===== src/rtl/branch_history_table.sv =====
// Direct-mapped branch target buffer with 2-bit saturating direction counters.
// Fetch lookup is combinational; execute-stage resolution trains the table and counts branches/misses.
module branch_history_table #(
  parameter int IDX_W = 4,
  parameter int TAG_W = 8
) (
  input  logic        clk,
  input  logic        reset,
  input  logic [31:0] PCF,
  output logic        PredTakenF,
  output logic [31:0] PredTargetF,
  input  logic        BranchE,
  input  logic [31:0] PCE,
  input  logic        TakenE,
  input  logic [31:0] TargetE,
  input  logic        PredTakenE,
  input  logic [31:0] PredTargetE,
  output logic        MispredictE,
  output logic [31:0] BranchCount,
  output logic [31:0] MissCount
);

  localparam int ENTRIES = 1 << IDX_W;

  logic             valid_q  [ENTRIES];
  logic             valid_d  [ENTRIES];
  logic [TAG_W-1:0] tag_q    [ENTRIES];
  logic [TAG_W-1:0] tag_d    [ENTRIES];
  logic [31:0]      target_q [ENTRIES];
  logic [31:0]      target_d [ENTRIES];
  logic [1:0]       ctr_q    [ENTRIES];
  logic [1:0]       ctr_d    [ENTRIES];
  logic [31:0]      branch_cnt_q, branch_cnt_d;
  logic [31:0]      miss_cnt_q, miss_cnt_d;

  logic [IDX_W-1:0] idx_f, idx_e;
  logic [TAG_W-1:0] tag_f, tag_e;
  logic             hit_f, hit_e;
  logic             unused_pce_bits;

  function automatic logic [1:0] ctr_sat(input logic [1:0] c, input logic up);
    logic [1:0] r;
    r = c;
    if (up && c != 2'b11)
      r = c + 2'b01;
    else if (!up && c != 2'b00)
      r = c - 2'b01;
    return r;
  endfunction

  function automatic logic [31:0] cnt_sat_inc(input logic [31:0] c);
    return (c == 32'hFFFF_FFFF) ? c : c + 32'd1;
  endfunction

  assign idx_f = PCF[IDX_W+1:2];
  assign tag_f = PCF[IDX_W+TAG_W+1:IDX_W+2];
  assign idx_e = PCE[IDX_W+1:2];
  assign tag_e = PCE[IDX_W+TAG_W+1:IDX_W+2];
  assign unused_pce_bits = ^{PCE[1:0], PCE[31:IDX_W+TAG_W+2]};

  assign hit_f = valid_q[idx_f] && (tag_q[idx_f] == tag_f);
  assign hit_e = valid_q[idx_e] && (tag_q[idx_e] == tag_e);

  // Fetch lookup sees registered contents only, so same-cycle updates appear next cycle.
  assign PredTakenF  = hit_f && ctr_q[idx_f][1];
  assign PredTargetF = PredTakenF ? target_q[idx_f] : PCF + 32'd4;

  assign MispredictE = BranchE && ((PredTakenE != TakenE) ||
                                   (TakenE && (PredTargetE != TargetE)));

  assign BranchCount = branch_cnt_q;
  assign MissCount   = miss_cnt_q;

  always_comb begin
    valid_d      = valid_q;
    tag_d        = tag_q;
    target_d     = target_q;
    ctr_d        = ctr_q;
    branch_cnt_d = branch_cnt_q;
    miss_cnt_d   = miss_cnt_q;
    if (BranchE) begin
      branch_cnt_d = cnt_sat_inc(branch_cnt_q);
      if (hit_e) begin
        ctr_d[idx_e] = ctr_sat(ctr_q[idx_e], TakenE);
        if (TakenE)
          target_d[idx_e] = TargetE;
      end else if (TakenE) begin
        // Taken miss evicts whatever alias occupies this slot.
        valid_d[idx_e]  = 1'b1;
        tag_d[idx_e]    = tag_e;
        target_d[idx_e] = TargetE;
        ctr_d[idx_e]    = 2'b10;
      end
    end
    if (MispredictE)
      miss_cnt_d = cnt_sat_inc(miss_cnt_q);
  end

  always_ff @(posedge clk or negedge reset) begin
    if (!reset) begin
      for (int i = 0; i < ENTRIES; i++) begin
        valid_q[i]  <= 1'b0;
        tag_q[i]    <= '0;
        target_q[i] <= '0;
        ctr_q[i]    <= 2'b00;
      end
      branch_cnt_q <= '0;
      miss_cnt_q   <= '0;
    end else begin
      valid_q      <= valid_d;
      tag_q        <= tag_d;
      target_q     <= target_d;
      ctr_q        <= ctr_d;
      branch_cnt_q <= branch_cnt_d;
      miss_cnt_q   <= miss_cnt_d;
    end
  end

endmodule

===== config.mk =====
export PLATFORM = sky130hd
export DESIGN_NAME = branch_history_table
export DESIGN_NICKNAME = d
export VERILOG_FILES = /design/src/rtl/branch_history_table.sv
export SDC_FILE = /design/constraint.sdc
export NUM_CORES = 1
export LEC_CHECK = 0
export ABC_AREA = 1
export CAP_MARGIN = 5
export CORE_MARGIN = 8
export CORE_UTILIZATION = 48
export DETAILED_ROUTE_END_ITERATION = 8
export GPL_ROUTABILITY_DRIVEN = 0
export GPL_TIMING_DRIVEN = 1
export PLACE_DENSITY_LB_ADDON = 0.1
export SLEW_MARGIN = 20
export SYNTH_ARGS = -nofsm -noshare
export SYNTH_HDL_FRONTEND = slang
export SYNTH_SLANG_ARGS = --single-unit
export TNS_END_PERCENT = 100

===== constraint.sdc =====
create_clock -name clk -period 3.4 [get_ports clk]
set_clock_uncertainty 0.15 [all_clocks]
set_input_delay 0.51 -clock clk [delete_from_list [all_inputs] [get_ports clk]]
set_output_delay 0.51 -clock clk [all_outputs]
set_load 0.05 [all_outputs]

==> impl_metrics.py, run 1 <==
metrics = {
    "synth": {
        "syn_inst": 4927,
        "synthDominantCellAreaShare_pct": 49.59,
        "ys_top_cells_by_area": "dfrtp_1, nand2_1, o21ai_0, nor2_1, nand3_1",
        "avgSynthCellArea_um2": 7.702,
        "synth_fp_nets": 5065,
        "synth_area_um2": 37950,
        "yosysSeqAreaShare_pct": 49.59,
        "ys_warn_count": 0,
        "synth_cell_types": 43,
        "synth_top_area_cell": "dfrtp_1",
        "synth-seq-cells": 752,
    },
    "cts": {
        "cts.sinks": 752,
        "numCtsBuffers": 85,
        "cts-root-buf": "clkbuf_16",
        "clk_latency_ns": 0.63,
        "cts_tree": "done",
        "path_clk_slew_ns": 0.06,
        "cts_max_level": 3,
        "cts_max_path_buffers": 3,
    },
    "power": {
        "cellLeakagePower_nw": 21.82,
        "peakVddDrop_v": 0.0003884,
        "total_power_mw": 25.51,
        "p_per_area_nw_per_um2": 550.9,
    },
    "layout": {
        "fillCellCount": 7263,
        "utilization_pct": 58.89,
        "finalNonFillerCells": 6275,
        "nNetsFinal": 5289,
        "fin_area_um2": 46300,
        "area_growth_pct": 21.99,
        "layout_commonest_cell": "nand2_1",
        "layout_common_cells": "nand2_1, o21ai_0, dfrtp_1, nor2_1, buf_4",
        "layout-drive-gt1-share_pct": 11.79,
    },
    "timing": {
        "period_share_pct": 105.1,
        "setup_ws_ns": -0.1732,
        "worst_pin_slew_ns": 0.9245,
        "max_slew_margin_pct": 38.37,
        "setup_viol": 33,
        "rsz0062_at_grt": "true",
        "clock.fmax_mhz": 279.9,
        "fin_crit_ns": 3.573,
        "finalHoldViolCount": 0,
        "finalMaxSlewViolations": 0,
    },
    "route": {
        "vias_per_cell": 5.557,
        "ant_nets": 0,
        "wirelength_um": 125600,
        "drc": 0,
        "drt_iter0_markers": 3318,
        "first_pass_iters": 7,
        "via_count": 34868,
        "drt-wirelength-per-cell_um": 20.02,
    },
    "global_route": {
        "grt_use_met2_pct": 44.46,
        "met3_usage_pct": 4.772,
        "global_route.usage.met1_pct": 37.96,
        "first_global_vias": 33142,
        "grt_max_degree": 137,
        "grt_overflow": 0,
        "grt_pass1_wl_um": 196300,
        "grt_util_all_layers_pct": 27.66,
        "grt_antenna_before_repair": 1,
        "top_usage_layer": "met2",
    },
    "floorplanning": {
        "die_area_um2": 88310,
        "rows": 103,
        "die_h_um": 297.2,
        "core_um2": 78610,
        "start_util_pct": 48.27,
        "die_w_um": 297.2,
        "io_pins": 231,
    },
    "place": {
        "dp_cells": 6097,
        "io_buffers": 210,
        "place_area_um2": 42470,
        "hpwlAfterDp_um": 78830,
    },
    "setup_path": {
        "endpoint_kind": "output port",
        "cp_data_arrival_time_ns": 2.91,
        "cp_max_fo": 8,
        "cp.required_ns": 2.74,
        "crit_type": "reg2out",
        "start_kind": "flip-flop",
    },
    "run_status": {
        "violations": "setup timing",
        "status": "finished, violations left",
    },
    "job": {
        "cap_violations": 0,
    },
    "hold_path": {
        "hold_class": "in2async",
    },
}
## worst max-delay path: stages, from the launching register on
cell and delay [ns]:
dfrtp_1 0.40, o21ai_1 0.14, o22ai_1 0.09, buf_4 0.16, nand2_1 0.07, nand3_2 0.07, xor2_1 0.14, or2_4 0.25
nor2_4 0.14, buf_12 0.18, nand2_8 0.14, buf_16 0.18, nand2_1 0.07, nand2_1 0.07, buf_6 0.16
## report_power, final
part | switching [mW] | internal, mW
combinational | 2.76 | 1.77
sequential | 0.932 | 10.5
clock | 3.94 | 5.63
## registers in the layout (all words and copies together) (netlist names)
signal and cells:
tag_q 128, BranchCount 32, valid_q 16, MissCount 32, ctr_q 32, target_q 512
## per-stage QoR
stage	hold WS [ns]	TNS, ns	setup WS, ns
after floorplan	0.06441	0	0.1921
after global placement	0.2915	-17.97	-0.4966
after detailed placement	0.3067	-19.05	-0.5229
after CTS	0.2940	-5.005	-0.2006
after global routing	0.3099	-7.502	-0.2618
final	0.2915	-4.992	-0.1732
## synthesized netlist by cell type (all sizes together)
| cell type | number |
|---|---|
| ha | 5 |
| clkinv | 1 |
| buf | 85 |
| o211ai | 23 |
| nor2 | 444 |
| o21ai | 1034 |
| or2 | 4 |
| xor2 | 80 |
| nand3 | 202 |
| inv | 204 |
| a211oi | 2 |
| nand4 | 26 |
| o22ai | 82 |
| a21boi | 1 |
| a21oi | 50 |
| nor3 | 36 |
| a221oi | 1 |
| a211o | 2 |
| nand3b | 1 |
| nand2 | 1531 |
| o221ai | 54 |
| nor4 | 15 |
| a31oi | 1 |
| dlygate4sd1 | 1 |
| xnor2 | 25 |
| dfrtp | 752 |
| clkbuf | 263 |
| o21bai | 2 |
## worst paths after layout
check                            from               to  slack, ns  depth (start not counted)
max                         tag_q[40]  PredTargetF[29]      -0.17                         14
min                             reset  BranchCount[18]       0.29                          2
max reg2reg                tag_q[120]        ctr_q[30]       0.73                         19
min reg2reg                valid_q[5]       valid_q[5]       0.32                          2
max in group asynchronous       reset        tag_q[42]       1.78                          3
min in group clk           valid_q[5]       valid_q[5]       0.32                          2
## per-layer routing
metal / wire length, um / part of all wire, %
met5: 0 / 0
met4: 4069 / 3.2
met3: 9012 / 7.2
met2: 57900 / 46
met1: 54640 / 43
## cell type report
cell class	instances	area [um^2]	share of cell area (%)
well taps	1050	1314	2.838
clock inverters	37	394.1	0.8513
flip-flops and latches	752	18820	40.65
repair buffers	486	5172	11.17
inverters	205	784.5	1.695
diodes	1	2.502	0.005405
multi-input cells	3621	17260	37.28
clock buffers	123	2551	5.511
## repair_timing
action | in CTS | in global routing
cloned | 3 | 1
hold buffers | 1 | 0
setup endpoints to repair | 34 | 34
endpoints found under the hold margin | 50 | 0
pin swaps | 8 | 42
gates resized for setup | 93 | 110
setup buffers | 12 | 4
## cell families after synthesis
kind of cell / share of synthesized area, %
compound gates: 17.62
simple gates: 24.03
buf+inv: 6.169
flops: 49.59
fa+ha+maj: 0.1649
xor+xnor: 2.423
Power figures use the tool's default switching activity.
==> run 2: changes to the inputs <==
Settings changed: REMOVE_ABC_BUFFERS from default to 1.
Clock period 3.4 ns to 3.3 ns, I/O delays scaled along.
==> run 2 against run 1 <==
Against the previous run:
- the flow still finishes with violations (setup timing)
- sequential share of layout area shrank 0.099 points
- total power grew 4.3%
- die area did not move
- routed wire length grew 4.0%
- clock-buffer cell count shrank 3
- sequential power is essentially flat
- final cell count rose by 0.24%
==> impl_metrics.py, run 2 (synthesized netlist as in run 1, its figures left out) <==
metrics = {
    "floorplanning": {
        "io_pins": 231,
        "core_um2": 78610,
        "die_area_um2": 88310,
        "die_h_um": 297.2,
        "start_util_pct": 48.27,
        "rows": 103,
        "die_w_um": 297.2,
    },
    "power": {
        "cellLeakagePower_nw": 21.89,
        "peakVddDrop_v": 0.0004158,
        "p_per_area_nw_per_um2": 573.3,
    },
    "place": {
        "io_buffers": 210,
        "hpwlAfterDp_um": 82100,
        "dp_cells": 6108,
    },
    "timing": {
        "finalMaxSlewViolations": 0,
        "max_slew_margin_pct": 35.31,
        "finalHoldViolCount": 0,
        "setup_ws_ns": -0.2083,
        "worst_pin_slew_ns": 0.9703,
        "fin_crit_ns": 3.508,
        "rsz0062_at_grt": "true",
        "clock.fmax_mhz": 285.0,
        "period_share_pct": 106.3,
        "setup_viol": 33,
    },
    "run_status": {
        "violations": "setup timing",
        "status": "finished, violations left",
    },
    "route": {
        "vias_per_cell": 5.672,
        "drt-wirelength-per-cell_um": 20.76,
        "via_count": 35680,
        "wirelength_um": 130600,
        "drt_iter0_markers": 3697,
        "first_pass_iters": 6,
        "ant_nets": 0,
        "drc": 0,
    },
    "layout": {
        "layout-drive-gt1-share_pct": 11.38,
        "reg_top3": "target_q (512), tag_q (128)",
        "layout_common_cells": "nand2_1, o21ai_0, dfrtp_1, nor2_1, buf_4",
        "area_growth_pct": 22.29,
        "layout_commonest_cell": "nand2_1",
        "utilization_pct": 59.03,
        "fillCellCount": 7242,
        "largest_reg_flops": 512,
        "top_register": "target_q",
        "nNetsFinal": 5305,
        "finalNonFillerCells": 6290,
    },
    "global_route": {
        "grt_antenna_before_repair": 1,
        "grt_util_all_layers_pct": 28.67,
        "grt_pass1_wl_um": 202100,
        "grt_overflow": 0,
        "grt_max_degree": 93,
        "first_global_vias": 33740,
    },
    "cts": {
        "numCtsBuffers": 84,
        "cts.sinks": 752,
        "cts_max_path_buffers": 3,
        "path_clk_slew_ns": 0.06,
        "cts_max_level": 3,
        "cts-root-buf": "clkbuf_16",
        "clk_latency_ns": 0.64,
        "cts_tree": "done",
    },
    "job": {
        "cap_violations": 0,
    },
    "setup_path": {
        "cp.required_ns": 2.65,
        "cp_data_arrival_time_ns": 2.86,
        "start_kind": "flip-flop",
        "endpoint_kind": "output port",
        "r2r-start": "tag_q[125]",
        "crit_type": "reg2out",
        "cp_max_fo": 6,
        "critPathLaunch": "tag_q[123]",
    },
    "hold_path": {
        "hold_class": "in2async",
    },
}
## run 2: cell type report
class / instances / area, um^2 / area share, %
Tap cell: 1050 / 1314 / 2.831
Inverter: 205 / 787.0 / 1.696
Clock inverter: 37 / 606.8 / 1.308
Multi-Input combinational cell: 3622 / 17180 / 37.01
Timing Repair Buffer: 502 / 5311 / 11.44
Clock buffer: 120 / 2389 / 5.147
Sequential cell: 752 / 18820 / 40.55
Antenna cell: 2 / 5.005 / 0.01078
## run 2: critical path: stages, from the launching register on
cell and delay, ns:
dfrtp_1 0.39, nor2_1 0.12, nor2_1 0.04, o21ai_0 0.07, o211ai_1 0.10, buf_4 0.15, nand3_1 0.10, nand3_1 0.11
o21ai_0 0.16, inv_1 0.05, nand2_1 0.09, nor2_4 0.05, buf_12 0.13, nand2_8 0.12, buf_12 0.19, nand2_2 0.07
nand2_2 0.10, buf_8 0.15
## run 2: worst paths after layout
kind / end / slack, ns / cells past startpoint
max in group asynchronous: tag_q[107] / 1.78 / 3
min in group clk: ctr_q[18] / 0.32 / 2
max reg2reg: tag_q[90] / 0.58 / 18
max: PredTargetF[29] / -0.21 / 17
min: target_q[199] / 0.29 / 2
min reg2reg: ctr_q[18] / 0.32 / 2
## run 2: layer usage
metal	vias up	global-route usage, %	share of wire (%)
met1	17296	40.03	43
met2	1422	44.80	45
met3	255	4.917	7.7
li1	16707	-	-
met4	0	10.45	3.7
met5	-	0	0
## run 2: timing repair
| action | in CTS | in global routing |
|---|---|---|
| setup buffers | 6 | 9 |
| hold buffers | 1 | 0 |
| gates cloned | 4 | 3 |
| endpoints found under the setup margin | 33 | 34 |
| pin swaps | 13 | 37 |
| gates resized for setup | 77 | 76 |
| endpoints found under the hold margin | 41 | 0 |
## run 2: power by group
group | leakage (nW) | internal (mW) | switching, mW
sequential | 9.71 | 10.8 | 0.948
combinational | 10.7 | 1.86 | 2.89
clock | 1.45 | 6.11 | 4.01
## run 2: metrics by stage
step           setup slack (ns)  cell area [um^2]  power (mW)  setup TNS [ns]  hold WS (ns)
2_1_floorplan            -3.188             36380       14.43         -156.86       0.04941
5_1_grt                 -0.3327             46400       27.90          -10.11        0.3252
3_5_place_dp            -0.6886             42590       16.45          -19.19        0.3019
4_1_cts                 -0.2769             46010       26.67          -7.347        0.2900
6_report                -0.2083             46410       26.61          -5.724        0.2929
3_3_place_gp            -0.6684             42590       16.32          -21.76        0.2955
